<file path="src/rtl/shift_ctrl_pkg.sv">
// Shared types for the shift request arbiter.
//   op_e    : shift/rotate operation encoding carried on each request port
//   state_e : output register occupancy (EMPTY = free, FULL = holds a result)
//   NUM_REQ : number of requesters sharing the shifter datapath
package shift_ctrl_pkg;

  typedef enum logic [1:0] {
    SHR = 2'd0,
    SHL = 2'd1,
    ROR = 2'd2,
    ROL = 2'd3
  } op_e;

  typedef enum logic {
    EMPTY = 1'b0,
    FULL  = 1'b1
  } state_e;

  localparam int NUM_REQ = 2;

endpackage

</file>
<file path="src/rtl/param_left_shifter.sv">
// Logical left shifter with zero fill.
//   a   : operand, 2**N bits
//   amt : shift amount, N bits
//   y   : a << amt
module param_left_shifter #(
  parameter int N = 3
) (
  input  logic [(2**N)-1:0] a,
  input  logic [N-1:0]      amt,
  output logic [(2**N)-1:0] y
);

  assign y = a << amt;

endmodule

</file>
<file path="src/rtl/param_right_shifter.sv">
// Logical right shifter with zero fill.
//   a   : operand, 2**N bits
//   amt : shift amount, N bits
//   y   : a >> amt
module param_right_shifter #(
  parameter int N = 3
) (
  input  logic [(2**N)-1:0] a,
  input  logic [N-1:0]      amt,
  output logic [(2**N)-1:0] y
);

  assign y = a >> amt;

endmodule

</file>
<file path="src/rtl/rr_arbiter2.sv">
// Two-way round-robin arbiter.
//   clk, rst_n : clock, async active-low reset
//   req        : request vector (bit i = port i)
//   advance    : a granted request completed its handshake this cycle
//   grant      : one-hot grant (combinational), 2'b00 when nothing requests
// prio_q names the port preferred on a tie. After a completed handshake it
// moves to the port that did not win, so the last winner yields next time.
module rr_arbiter2 (
  input  logic       clk,
  input  logic       rst_n,
  input  logic [1:0] req,
  input  logic       advance,
  output logic [1:0] grant
);

  logic prio_q;
  logic prio_d;

  // Grant selection: lone requester wins, ties go to the preferred port.
  always_comb begin
    grant = 2'b00;
    case (req)
      2'b01:   grant = 2'b01;
      2'b10:   grant = 2'b10;
      2'b11:   grant = prio_q ? 2'b10 : 2'b01;
      default: grant = 2'b00;
    endcase
  end

  // Next preference: the loser of a completed handshake is preferred next.
  always_comb begin
    prio_d = prio_q;
    if (advance) begin
      prio_d = grant[1] ? 1'b0 : 1'b1;
    end else begin
      prio_d = prio_q;
    end
  end

  // Preference register, port 0 preferred out of reset.
  always_ff @(posedge clk or negedge rst_n) begin
    if (!rst_n) begin
      prio_q <= 1'b0;
    end else begin
      prio_q <= prio_d;
    end
  end

endmodule

</file>
<file path="src/rtl/shift_req_arbiter.sv">
// Two requesters share one right/left shifter pair. A round-robin arbiter picks
// the winner, its operand is shifted/rotated and captured in a single response
// register tagged with the winner's id.
//   clk, rst_n : clock, async active-low reset
//   req_valid/req_ready/req_data/req_amt/req_op : per-port request handshake
//   rsp_valid/rsp_ready/rsp_data/rsp_id         : registered response handshake
//   done_cnt   : per-port saturating count of drained responses
module shift_req_arbiter
  import shift_ctrl_pkg::*;
#(
  parameter int N     = 3,
  parameter int CNT_W = 16
) (
  input  logic                              clk,
  input  logic                              rst_n,
  input  logic [NUM_REQ-1:0]                req_valid,
  output logic [NUM_REQ-1:0]                req_ready,
  input  logic [NUM_REQ-1:0][(2**N)-1:0]    req_data,
  input  logic [NUM_REQ-1:0][N-1:0]         req_amt,
  input  logic [NUM_REQ-1:0][1:0]           req_op,
  output logic                              rsp_valid,
  input  logic                              rsp_ready,
  output logic [(2**N)-1:0]                 rsp_data,
  output logic                              rsp_id,
  output logic [NUM_REQ-1:0][CNT_W-1:0]     done_cnt
);

  localparam int WIDTH = 2**N;

  state_e                          state_q, state_d;
  logic                            rsp_valid_q, rsp_valid_d;
  logic [WIDTH-1:0]                rsp_data_q, rsp_data_d;
  logic                            rsp_id_q, rsp_id_d;
  logic [NUM_REQ-1:0][CNT_W-1:0]   done_cnt_q, done_cnt_d;

  logic [NUM_REQ-1:0] grant_s;
  logic [NUM_REQ-1:0] hs_s;
  logic               can_accept_s;
  logic               advance_s;
  logic               drain_s;
  logic               win_id_s;
  logic [WIDTH-1:0]   win_data_s;
  logic [N-1:0]       win_amt_s;
  logic [N-1:0]       win_amt_neg_s;
  op_e                win_op_s;
  logic [N-1:0]       right_amt_s;
  logic [N-1:0]       left_amt_s;
  logic [WIDTH-1:0]   right_y_s;
  logic [WIDTH-1:0]   left_y_s;
  logic [WIDTH-1:0]   result_s;

  function automatic logic [CNT_W-1:0] sat_inc(input logic [CNT_W-1:0] v);
    if (&v) begin
      return v;
    end else begin
      return v + CNT_W'(1);
    end
  endfunction

  rr_arbiter2 u_arb (
    .clk     (clk),
    .rst_n   (rst_n),
    .req     (req_valid),
    .advance (advance_s),
    .grant   (grant_s)
  );

  // The output register can take a new result when empty or when its current
  // result leaves this same cycle. rst_n gates ready so nothing is accepted in reset.
  assign can_accept_s = (state_q == EMPTY) | (rsp_valid_q & rsp_ready);
  assign req_ready    = grant_s & {NUM_REQ{can_accept_s & rst_n}};
  assign hs_s         = req_valid & req_ready;
  assign advance_s    = |hs_s;
  assign drain_s      = rsp_valid_q & rsp_ready;
  assign win_id_s     = grant_s[1];

  // Operand mux: steer the granted port into the shared datapath.
  always_comb begin
    win_data_s    = req_data[win_id_s];
    win_amt_s     = req_amt[win_id_s];
    win_op_s      = op_e'(req_op[win_id_s]);
    // N-bit negation is (-amt) mod WIDTH, the complementary rotate distance.
    win_amt_neg_s = {N{1'b0}} - win_amt_s;
  end

  // Shift amounts: a rotate uses both shifters, one by amt and the other by
  // the complementary distance; amt=0 makes both halves equal to the operand.
  always_comb begin
    right_amt_s = win_amt_s;
    left_amt_s  = win_amt_s;
    case (win_op_s)
      ROR:     left_amt_s  = win_amt_neg_s;
      ROL:     right_amt_s = win_amt_neg_s;
      default: begin
        right_amt_s = win_amt_s;
        left_amt_s  = win_amt_s;
      end
    endcase
  end

  param_right_shifter #(.N(N)) u_rshift (
    .a   (win_data_s),
    .amt (right_amt_s),
    .y   (right_y_s)
  );

  param_left_shifter #(.N(N)) u_lshift (
    .a   (win_data_s),
    .amt (left_amt_s),
    .y   (left_y_s)
  );

  // Result select: plain shifts take one shifter, rotates OR both.
  always_comb begin
    result_s = right_y_s;
    case (win_op_s)
      SHR:     result_s = right_y_s;
      SHL:     result_s = left_y_s;
      ROR:     result_s = right_y_s | left_y_s;
      ROL:     result_s = right_y_s | left_y_s;
      default: result_s = right_y_s;
    endcase
  end

  // Output FSM next state: capture on handshake, free on drain, else hold.
  always_comb begin
    state_d     = state_q;
    rsp_valid_d = rsp_valid_q;
    rsp_data_d  = rsp_data_q;
    rsp_id_d    = rsp_id_q;
    case (state_q)
      EMPTY: begin
        if (advance_s) begin
          state_d     = FULL;
          rsp_valid_d = 1'b1;
          rsp_data_d  = result_s;
          rsp_id_d    = win_id_s;
        end else begin
          state_d     = EMPTY;
          rsp_valid_d = 1'b0;
        end
      end
      FULL: begin
        if (advance_s) begin
          // Drain and refill in the same cycle keeps the register full.
          state_d     = FULL;
          rsp_valid_d = 1'b1;
          rsp_data_d  = result_s;
          rsp_id_d    = win_id_s;
        end else if (rsp_ready) begin
          state_d     = EMPTY;
          rsp_valid_d = 1'b0;
        end else begin
          state_d     = FULL;
          rsp_valid_d = 1'b1;
        end
      end
      default: begin
        state_d     = EMPTY;
        rsp_valid_d = 1'b0;
      end
    endcase
  end

  // Completion counters: bump the drained response's port, saturating.
  always_comb begin
    done_cnt_d = done_cnt_q;
    if (drain_s) begin
      done_cnt_d[rsp_id_q] = sat_inc(done_cnt_q[rsp_id_q]);
    end else begin
      done_cnt_d = done_cnt_q;
    end
  end

  // Output FSM and response registers; reset drops any held result.
  always_ff @(posedge clk or negedge rst_n) begin
    if (!rst_n) begin
      state_q     <= EMPTY;
      rsp_valid_q <= 1'b0;
      rsp_data_q  <= {WIDTH{1'b0}};
      rsp_id_q    <= 1'b0;
    end else begin
      state_q     <= state_d;
      rsp_valid_q <= rsp_valid_d;
      rsp_data_q  <= rsp_data_d;
      rsp_id_q    <= rsp_id_d;
    end
  end

  // Completion counter registers.
  always_ff @(posedge clk or negedge rst_n) begin
    if (!rst_n) begin
      done_cnt_q <= {(NUM_REQ*CNT_W){1'b0}};
    end else begin
      done_cnt_q <= done_cnt_d;
    end
  end

  assign rsp_valid = rsp_valid_q;
  assign rsp_data  = rsp_data_q;
  assign rsp_id    = rsp_id_q;
  assign done_cnt  = done_cnt_q;

endmodule

</file>
<file path="config.mk">
export PLATFORM = sky130hd
export DESIGN_NAME = shift_req_arbiter
export DESIGN_NICKNAME = d
export VERILOG_FILES = /design/src/rtl/shift_ctrl_pkg.sv /design/src/rtl/param_left_shifter.sv /design/src/rtl/param_right_shifter.sv /design/src/rtl/rr_arbiter2.sv /design/src/rtl/shift_req_arbiter.sv
export SDC_FILE = /design/constraint.sdc
export NUM_CORES = 1
export LEC_CHECK = 0
export CAP_MARGIN = 25
export CELL_PAD_IN_SITES_DETAIL_PLACEMENT = 1
export CELL_PAD_IN_SITES_GLOBAL_PLACEMENT = 1
export CORE_ASPECT_RATIO = 1.2
export CORE_UTILIZATION = 41
export DETAILED_ROUTE_END_ITERATION = 8
export PLACE_DENSITY = 0.92
export SYNTH_ARGS = -nofsm -noshare
export SYNTH_HDL_FRONTEND = slang
export SYNTH_HIERARCHICAL = 1
export SYNTH_SLANG_ARGS = --single-unit
export TNS_END_PERCENT = 30
</file>
<file path="constraint.sdc">
create_clock -name clk -period 5.2 [get_ports clk]
set_input_delay 1.56 -clock clk [delete_from_list [all_inputs] [get_ports clk]]
set_output_delay 1.56 -clock clk [all_outputs]
set_load 0.02 [all_outputs]
</file>
==> summary.txt, run 1 <==
status -> complete, no violations
crit-path max FO -> 11
critical path cell sequence -> clkdlybuf4s50_1 -> nand2b_1 -> and2_2 -> mux2_2 -> inv_1 -> ha_1 -> nor3_1 -> xnor2_1 -> mux2_2 -> mux4_2 -> a21oi_1 -> o31ai_1
final setup vio count -> 0
largest net degree at the start of global routing -> 43
area occupied by multi-input gates -> 1871 µm²
grt ovf -> 0
most common cell in the netlist -> dfrtp_1
Post-synth EDFFs -> 0
R2R Setup Slk -> 1.59 ns
H-tree depth -> 2
Cell Pwr Density -> 326.8 nW/µm²
# IOs -> 75
GP Congestion -> 0.8498
CORE AREA -> 7232 µm²
dpl hpwl -> 6947 µm
clock buffer depth -> 2
Worst Hold Class -> flip-flop to flip-flop
Rel. slew slack -> 32.96%
fin. max-slew vios -> 0
Routed Antenna Nets -> 0
VDD IR max -> 158.0 µV
Worst Clk Skew -> 0.007556 ns
diode count -> 0
Yosys top cell by area -> dfrtp_1
actual slew at the worst max-slew pin -> 0.9984 ns
Slowest Stage Delay on Critical Path -> 0.80 ns
max-cap check violation count -> 0
Iter 0 DRT Violations -> 81
vias in the first global route -> 3,015
clock tree sinks -> 43
slowest stage cell, crit path -> xnor2_1
Tmin final -> 4.939 ns
ys async rst share -> 100.0%
CTS Buf Count -> 5
drt wl/cell -> 18.95 µm
Leakage -> 0.001657 µW
register area share after synthesis -> 35.04%
DIE AREA -> 7841 µm²
crit path DAT -> 5.08 ns
dpl cells -> 463
TritonRoute pass-1 iters -> 4
hold buffer count at CTS -> 0
Crit Path Category -> input pin to flip-flop
hold wc startpoint -> rsp_data[2]$_DFFE_PN0P_
post-synth net total -> 341
Core Rows -> 34
Worst Hold Depth -> 2
port buffer count -> 74
main area contributors after synthesis -> dfrtp_1 35%, mux2_2 8.1%, xnor2_1 5.1%
area grow syn2layout -> 28.20%
Die H -> 96.80 µm
CTS resizes -> 0
Mapped Avg Cell Area -> 9.969 µm²
# nets final -> 413
Top FF cell, synth -> dfrtp_1
Seq cells post-synth -> 43
register area -> 1076 µm²
synthesized area -> 3070 µm²
initial cell density of the core -> 42.46%
Worst-Skew Late Latency -> 0.29 ns
YS warnings -> 6
post-placement setup slack -> -0.02792 ns
CTS tree -> built
Power Total -> 1286 µW
DRC viols -> 0
worst r2r path cells -> 11
unrepaired setup endpoints after global routing -> false
vias per cell -> 5.796
setup bufs post-CTS -> 0
Root Driver -> clkbuf_8
final non-filler cell total -> 471
Clock transition at path regs -> 0.08 ns
Startpoint Class -> input pin
synth cell count leaders -> 43 x dfrtp_1, 33 x nand2_1, 22 x mux2_2
Worst R2R Start -> u_arb/prio_q$_DFFE_PN0P_
Final period util -> 94.98%
Hold Path End -> rsp_data[2]$_DFFE_PN0P_
setup TNS -> 0 ns
DRT Wirelength -> 8924 µm
first-pass GRT wire length -> 14,450 µm
initial antenna violation count -> 0
Netlist cell types -> 63
Die Width -> 81 µm
total track usage -> 23.70%
Synth Instances -> 308
Final Hold Fails -> 0
CP most frequent cell -> mux2_2
vias post-DR -> 2,730
filler instances -> 831
CP Capture Type -> flip-flop
f_max -> 202.5 MHz
WP data required -> 5.34 ns
top-area cell type share of the netlist area -> 35.04%
share of layout cells above drive strength 1 -> 15.22%
r2r endpoint -> rsp_data[0]$_DFFE_PN0P_
fin worst setup slack -> 0.2613 ns
worst max-delay path: cells and delay by family:
kind                     cells  cell delay [ns]
buffers and inverters        2             0.54
XOR/XNOR                     1             0.80
AND/OR/NAND/NOR              3             0.42
multiplexers                 3             1.34
AO/OA/AOI/OAI                2             0.24
adder cells (fa/ha/maj)      1             0.18
cell families (layout without fill, tap and decap cells):
family,count (synthesis),count (layout),share of synthesized area [%]
muxes,48,48,19.07
adders and majority gates,2,2,0.8149
DFF,43,43,35.04
buffers and inverters,20,93,4.034
AOI/OAI and AO/OA,63,63,15.53
and+or+nand+nor,110,110,19.23
xor gates and xnor gates,22,22,6.275
cell usage in the layout, fill, tap and decap left out, types with 5 or more instances in the layout:
master	netlist	routed
a21oi_1	17	17
and3_1	8	8
buf_4	1	5
clkbuf_8	0	5
clkdlybuf4s50_1	0	73
dfrtp_1	43	43
inv_1	6	6
mux2_2	22	22
mux2_4	5	5
mux2i_1	15	15
nand2_1	33	33
nand3_1	10	10
nand4_1	7	7
nor2_1	21	21
nor3_1	5	5
o21a_1	5	5
o21ai_0	5	5
o31ai_1	8	8
xnor2_1	18	18
layer usage:
metal	vias to the layer above	part of all wire [%]	track usage, %
met5	-	0	0
met1	1383	39	24.80
met3	10	1.9	2.358
met4	0	1.5	8.516
li1	1270	-	-
met2	67	58	46.41
registers in the layout, indices dropped and copies added, names as in the netlist:
name,count
done_cnt,32
rsp_data,8
rsp_id,1
rsp_valid,1
u_arb/prio_q,1
worst max-delay path by stage:
stage,from,endpoint,cells after the start,slack [ns]
2_1_floorplan,req_valid[0],rsp_data[0]$_DFFE_PN0P_,13,0.81
3_3_place_gp,req_valid[0],rsp_data[0]$_DFFE_PN0P_,12,0.19
3_5_place_dp,req_valid[0],rsp_data[0]$_DFFE_PN0P_,12,-0.03
4_1_cts,req_valid[0],rsp_data[0]$_DFFE_PN0P_,12,0.28
5_1_grt,req_valid[0],rsp_data[0]$_DFFE_PN0P_,12,0.11
6_report,req_valid[0],rsp_data[0]$_DFFE_PN0P_,12,0.26
power breakdown:
group | switching [µW] | internal (µW)
clock | 115 | 94.5
sequential | 85.0 | 394
combinational | 299 | 299
total | 499 | 788
through the flow:
step | utilization (%) | hold WS, ns | instance area [µm²]
global route | 54.43 | 0.5231 | 3936
CTS | 54.43 | 0.4888 | 3936
finish | 54.43 | 0.4822 | 3936
global placement | 53.30 | 0.4635 | 3855
floorplan | - | 0.5256 | 3070
detailed placement | 53.30 | 0.4708 | 3855
cell type report:
cell class / instances / share of cell area [%]
multi-input combinational: 245 / 47.52
clock inverter: 1 / 0.1271
tap: 90 / 2.861
timing repair buffer: 79 / 19.64
clock buffer: 7 / 1.939
sequential: 43 / 27.34
inverter: 6 / 0.5722
(Power assumes the default switching activity.)
==> run 2: changes to the inputs <==
- CORE_MARGIN: default -> 2
==> run 2 against run 1 <==
Effect of this change: critical endpoint is now req_ready[1]; utilization is 0.28 points higher; largest cell class unchanged; clock power up 49%; clock skew rose by 0.0035 ns; count of clock-buffer cells in the layout decreased by 1; non-clock buffer count decreased by 1; critical path depth shrank 7; fmax shrank 0.71%; global-route usage shrank 1.5 points.
==> summary.txt, run 2 (synthesis gave the netlist of run 1 again) <==
status -> complete, no violations
hold wc startpoint -> rsp_data[6]$_DFFE_PN0P_
hold buffer count at CTS -> 0
final core utilization -> 54.71%
DRT Wirelength -> 8846 µm
worst r2r path cells -> 12
Final period util -> 95.66%
vias post-DR -> 2,728
VDD IR max -> 140.7 µV
Clock transition at path regs -> 0.08 ns
setup bufs post-CTS -> 0
DRC viols -> 0
hold_ws -> 0.4851 ns
largest net degree at the start of global routing -> 43
final setup vio count -> 0
Core Rows -> 34
CTS resizes -> 0
Rel. slew slack -> 37.46%
clock tree sinks -> 43
CORE AREA -> 7274 µm²
CTS tree -> built
Startpoint Class -> input pin
Final Hold Fails -> 0
first-pass GRT wire length -> 14,830 µm
crit path DAT -> 3.41 ns
# IOs -> 75
port buffer count -> 74
combinational share of power -> 42.8%
H-tree depth -> 2
max reg flops -> 32
Iter 0 DRT Violations -> 83
Cell Pwr Density -> 348.1 nW/µm²
vias per cell -> 5.804
Cell Int Power -> 884.4 µW
# nets final -> 412
Worst Hold Depth -> 2
area grow syn2layout -> 29.63%
share of layout cells above drive strength 1 -> 15.26%
TritonRoute pass-1 iters -> 4
r2r endpoint -> rsp_data[0]$_DFFE_PN0P_
NetSw -> 500.8 µW
Clk pwr share -> 22.5%
drt wl/cell -> 18.82 µm
Leakage -> 0.001676 µW
crit-path max FO -> 15
Root Driver -> clkbuf_8
Hold Path End -> rsp_data[6]$_DFFE_PN0P_
max-cap check violation count -> 0
GP Congestion -> 0.8384
Die Width -> 83 µm
R2R Setup Slk -> 1.77 ns
CP Capture Type -> primary output
Die H -> 98.80 µm
initial cell density of the core -> 42.21%
Sw Ratio -> 36.15%
CTS Buf Count -> 5
commonest non-fill, non-tap cell in the layout -> clkdlybuf4s50_1
Crit Path Category -> input pin to primary output
commonest cells after routing, fill and taps aside -> 73 x clkdlybuf4s50_1, 43 x dfrtp_1, 33 x nand2_1, 22 x mux2_2, 21 x nor2_1
dpl hpwl -> 6715 µm
f_max -> 201.0 MHz
post-placement setup slack -> 0.1121 ns
unrepaired setup endpoints after global routing -> false
Power Total -> 1385 µW
setup TNS -> 0 ns
grt ovf -> 0
WP data required -> 3.64 ns
Worst Clk Skew -> 0.01109 ns
initial antenna violation count -> 0
fin. max-slew vios -> 0
vias in the first global route -> 2,946
Worst-Skew Late Latency -> 0.31 ns
total track usage -> 22.17%
Worst Hold Class -> flip-flop to flip-flop
Worst R2R Start -> u_arb/prio_q$_DFFE_PN0P_
Routed Antenna Nets -> 0
actual slew at the worst max-slew pin -> 0.9381 ns
DIE AREA -> 8200 µm²
clock buffer depth -> 2
fin worst setup slack -> 0.2259 ns
Reg power frac -> 34.6%
diode count -> 0
Tmin final -> 4.974 ns
run 2: changes by cell type in the layout (fill, tap and decap cells not counted):
cell       previous run  this run
clkbuf_1              2         1
clkinv_2              1         0
bufinv_16             0         2
buf_4                 5         4
run 2: metrics by stage:
stage               cells  cell area [µm²]
floorplan             308             3070
global placement      462             3847
detailed placement    462             3847
CTS                   470             3980
global route          470             3980
finish                470             3980
run 2: how the worst max path moves through the flow:
stage / from / end / depth (start not counted)
finish: req_valid[0] / req_ready[1] / 5
CTS: req_valid[0] / req_ready[1] / 5
global placement: req_valid[0] / rsp_data[0]$_DFFE_PN0P_ / 13
floorplan: req_valid[0] / rsp_data[0]$_DFFE_PN0P_ / 13
global route: req_valid[0] / req_ready[1] / 5
detailed placement: req_valid[0] / rsp_data[0]$_DFFE_PN0P_ / 13
run 2: critical path, stage by stage:
cell and delay (ns):
clkdlybuf4s50_1 0.47, nand2b_1 0.13, and2_2 0.37, and3_1 0.26
clkdlybuf4s50_1 0.63
run 2: power by group through the flow:
stage | registers, µW | logic, µW | clock network (µW)
global placement | 480 | 571 | 0
floorplan | 518 | 344 | 0
finish | 480 | 593 | 312
CTS | 478 | 598 | 319
global route | 489 | 642 | 332
detailed placement | 485 | 595 | 0
run 2: layer usage:
metal	wire length, µm	track usage, %
met1	3480	25.12
met2	4788	41.50
met3	319	3.183
met4	258	9.079
met5	0	0
run 2: cell type report:
cell class / count / area [µm²]
multi-input combinational: 245 / 1871
fill: 797 / 3294
clock buffer: 6 / 72.57
inverter: 6 / 22.52
clock inverter: 2 / 60.06
tap: 90 / 112.6
sequential: 43 / 1076
timing repair buffer: 78 / 765.7
==> run 3: changes to the inputs <==
- ABC_AREA: default -> 1
- CORE_UTILIZATION: 41 -> 39
- HOLD_SLACK_MARGIN: default -> 0.05
- PLACE_DENSITY: 0.92 -> 0.93
==> run 3 against run 2 <==
Effect of this change: die area grew 22%; largest cell class unchanged; via count grew 46%; cell count grew 61%; largest power group unchanged; sequential cell count is the same.
==> summary.txt, run 3 <==
Cell Int Power -> 952.4 µW
diode count -> 0
CTS resizes -> 0
combinational share of power -> 63.0%
Netlist cell types -> 31
Worst Clk Skew -> 0.01102 ns
share of layout cells above drive strength 1 -> 13.19%
final instance area -> 4466 µm²
drt wl/cell -> 16.30 µm
status -> complete, no violations
DRT Wirelength -> 12,340 µm
Startpoint Class -> input pin
top-area cell type share of the netlist area -> 29.99%
CORE AREA -> 8986 µm²
max reg flops -> 32
vias post-DR -> 3,983
most common cell in the netlist -> nand2_1
Root Driver -> clkbuf_8
filler instances -> 1,248
Routed Antenna Nets -> 0
hold buffer count at CTS -> 0
register area share after synthesis -> 29.99%
commonest cells after routing, fill and taps aside -> 245 x nand2_1, 73 x clkdlybuf4s50_1, 43 x nand3_1, 43 x dfrtp_1, 42 x inv_1
ys async rst share -> 100.0%
GP Congestion -> 0.9012
top routing layer in use -> met4
Worst Hold Class -> flip-flop to flip-flop
Worst-Skew Late Latency -> 0.30 ns
fin. max-slew vios -> 0
Synth Instances -> 569
setup TNS -> 0 ns
clock tree sinks -> 43
crit path DAT -> 3.13 ns
vias per cell -> 5.262
worst setup path startpoint -> req_valid[0]
crit-path max FO -> 2
Leakage -> 0.002135 µW
Area after DPL -> 4369 µm²
Final period util -> 90.13%
synth cell count leaders -> 245 x nand2_1, 43 x dfrtp_1, 43 x nand3_1
port buffer count -> 74
TritonRoute pass-1 iters -> 4
Core Rows -> 38
Levels on crit path -> 7
Top FF cell, synth -> dfrtp_1
Buffers & Inverters on Critical Path -> 4
f_max -> 213.4 MHz
first-pass GRT wire length -> 20,460 µm
critical path cell sequence -> clkdlybuf4s50_1 -> inv_1 -> nand2_1 -> nand2_1 -> inv_1 -> nor2_1 -> clkdlybuf4s50_1
Crit Path Category -> input pin to primary output
Clock transition at path regs -> 0.09 ns
max-cap check violation count -> 0
main area contributors after synthesis -> dfrtp_1 30%, nand2_1 26%, nand3_1 6.0%
CP Capture Type -> primary output
vias in the first global route -> 4,262
grt ovf -> 0
commonest non-fill, non-tap cell in the layout -> nand2_1
Seq cells post-synth -> 43
CTS Buf Count -> 5
unrepaired setup endpoints after global routing -> false
# nets final -> 669
WL met1 -> 4577 µm
CTS tree -> built
DIE AREA -> 9987 µm²
H-tree depth -> 2
YS warnings -> 6
Sw Ratio -> 51.12%
DR WL met2 -> 7111 µm
Yosys top cell by area -> dfrtp_1
DRC viols -> 0
Die H -> 109.1 µm
R2R Setup Slk -> 2.39 ns
Final Hold Fails -> 0
crit-path leading delay family -> buffers and inverters
Tmin final -> 4.687 ns
setup bufs post-CTS -> 0
capture point of the worst path -> req_ready[1]
final setup vio count -> 0
Clk pwr share -> 11.3%
final core utilization -> 49.69%
r2r endpoint -> done_cnt[20]$_DFFE_PN0P_
Cell Pwr Density -> 436.4 nW/µm²
actual slew at the worst max-slew pin -> 0.7254 ns
VDD IR max -> 214.2 µV
WP data required -> 3.64 ns
Rel. slew slack -> 51.59%
dpl hpwl -> 9939 µm
worst r2r path cells -> 11
initial antenna violation count -> 0
largest net degree at the start of global routing -> 44
Die Width -> 91.57 µm
slowest stage cell, crit path -> clkdlybuf4s50_1
NetSw -> 996.2 µW
total track usage -> 25.47%
Worst R2R Start -> rsp_id$_DFFE_PN0P_
post-synth net total -> 602
synthesized area -> 3588 µm²
Iter 0 DRT Violations -> 126
initial cell density of the core -> 39.93%
area grow syn2layout -> 24.44%
clock buffer depth -> 2
Slowest Stage Delay on Critical Path -> 0.64 ns
Post-synth EDFFs -> 0
# IOs -> 75
Reg power frac -> 25.8%
Mapped Avg Cell Area -> 6.307 µm²
WL met3 -> 322 µm
-- run 3: worst min path at each step --
stage / start / endpoint / slack (ns) / cells after the start
floorplan: u_arb/prio_q$_DFFE_PN0P_ / u_arb/prio_q$_DFFE_PN0P_ / 0.47 / 2
global placement: done_cnt[9]$_DFFE_PN0P_ / done_cnt[9]$_DFFE_PN0P_ / 0.49 / 2
detailed placement: done_cnt[9]$_DFFE_PN0P_ / done_cnt[9]$_DFFE_PN0P_ / 0.49 / 2
CTS: done_cnt[9]$_DFFE_PN0P_ / done_cnt[9]$_DFFE_PN0P_ / 0.52 / 2
global route: u_arb/prio_q$_DFFE_PN0P_ / u_arb/prio_q$_DFFE_PN0P_ / 0.56 / 2
finish: done_cnt[9]$_DFFE_PN0P_ / done_cnt[9]$_DFFE_PN0P_ / 0.52 / 2
-- run 3: area by class of cell --
class | count | area [µm²] | share of cell area, %
multi-input combinational | 455 | 2148 | 48.11
timing repair buffer | 84 | 808.3 | 18.10
inverter | 47 | 193.9 | 4.343
sequential | 43 | 1076 | 24.10
clock buffer | 5 | 68.82 | 1.541
tap | 120 | 150.1 | 3.362
clock inverter | 3 | 20.02 | 0.4483
-- run 3: worst reg2reg max path: cells and delay by family, from the launching register on --
family                     cells  cell delay, ns
adders and majority gates      1            0.28
and+or+nand+nor                7            1.29
DFF                            1            0.37
AOI/OAI and AO/OA              1            0.09
buffers and inverters          2            0.71
-- run 3: through the flow --
stage	hold WS, ns	instances	total power, µW	worst slack [ns]
floorplan	0.4691	569	1324	1.298
global placement	0.4894	747	1672	0.4479
detailed placement	0.4929	748	1732	0.3263
CTS	0.5163	756	1955	0.5411
global route	0.5562	757	2106	0.4306
finish	0.5212	757	1949	0.5132
-- run 3: metal layers --
metal  up-vias  global-route usage, %
met3        35                  3.041
met5         -                      0
met4         0                  7.792
li1       1932                      -
met1      1922                  25.42
met2        94                  53.73
-- run 3: kinds of logic (layout without fill, tap and decap cells) --
group / after synthesis / after routing / share of synthesized area (%)
simple gates: 390 / 390 / 48.85
buf+inv: 71 / 139 / 10.43
compound gates: 59 / 59 / 9.030
flops: 43 / 43 / 29.99
xor+xnor: 3 / 3 / 0.7324
fa+ha+maj: 2 / 2 / 0.6972
mux: 1 / 1 / 0.2790
-- run 3: power groups by stage --
stage	clock network (µW)	logic (µW)	registers, µW
finish	219	1230	502
global route	240	1350	514
CTS	223	1230	504
detailed placement	0	1220	509
global placement	0	1170	506
floorplan	0	722	602
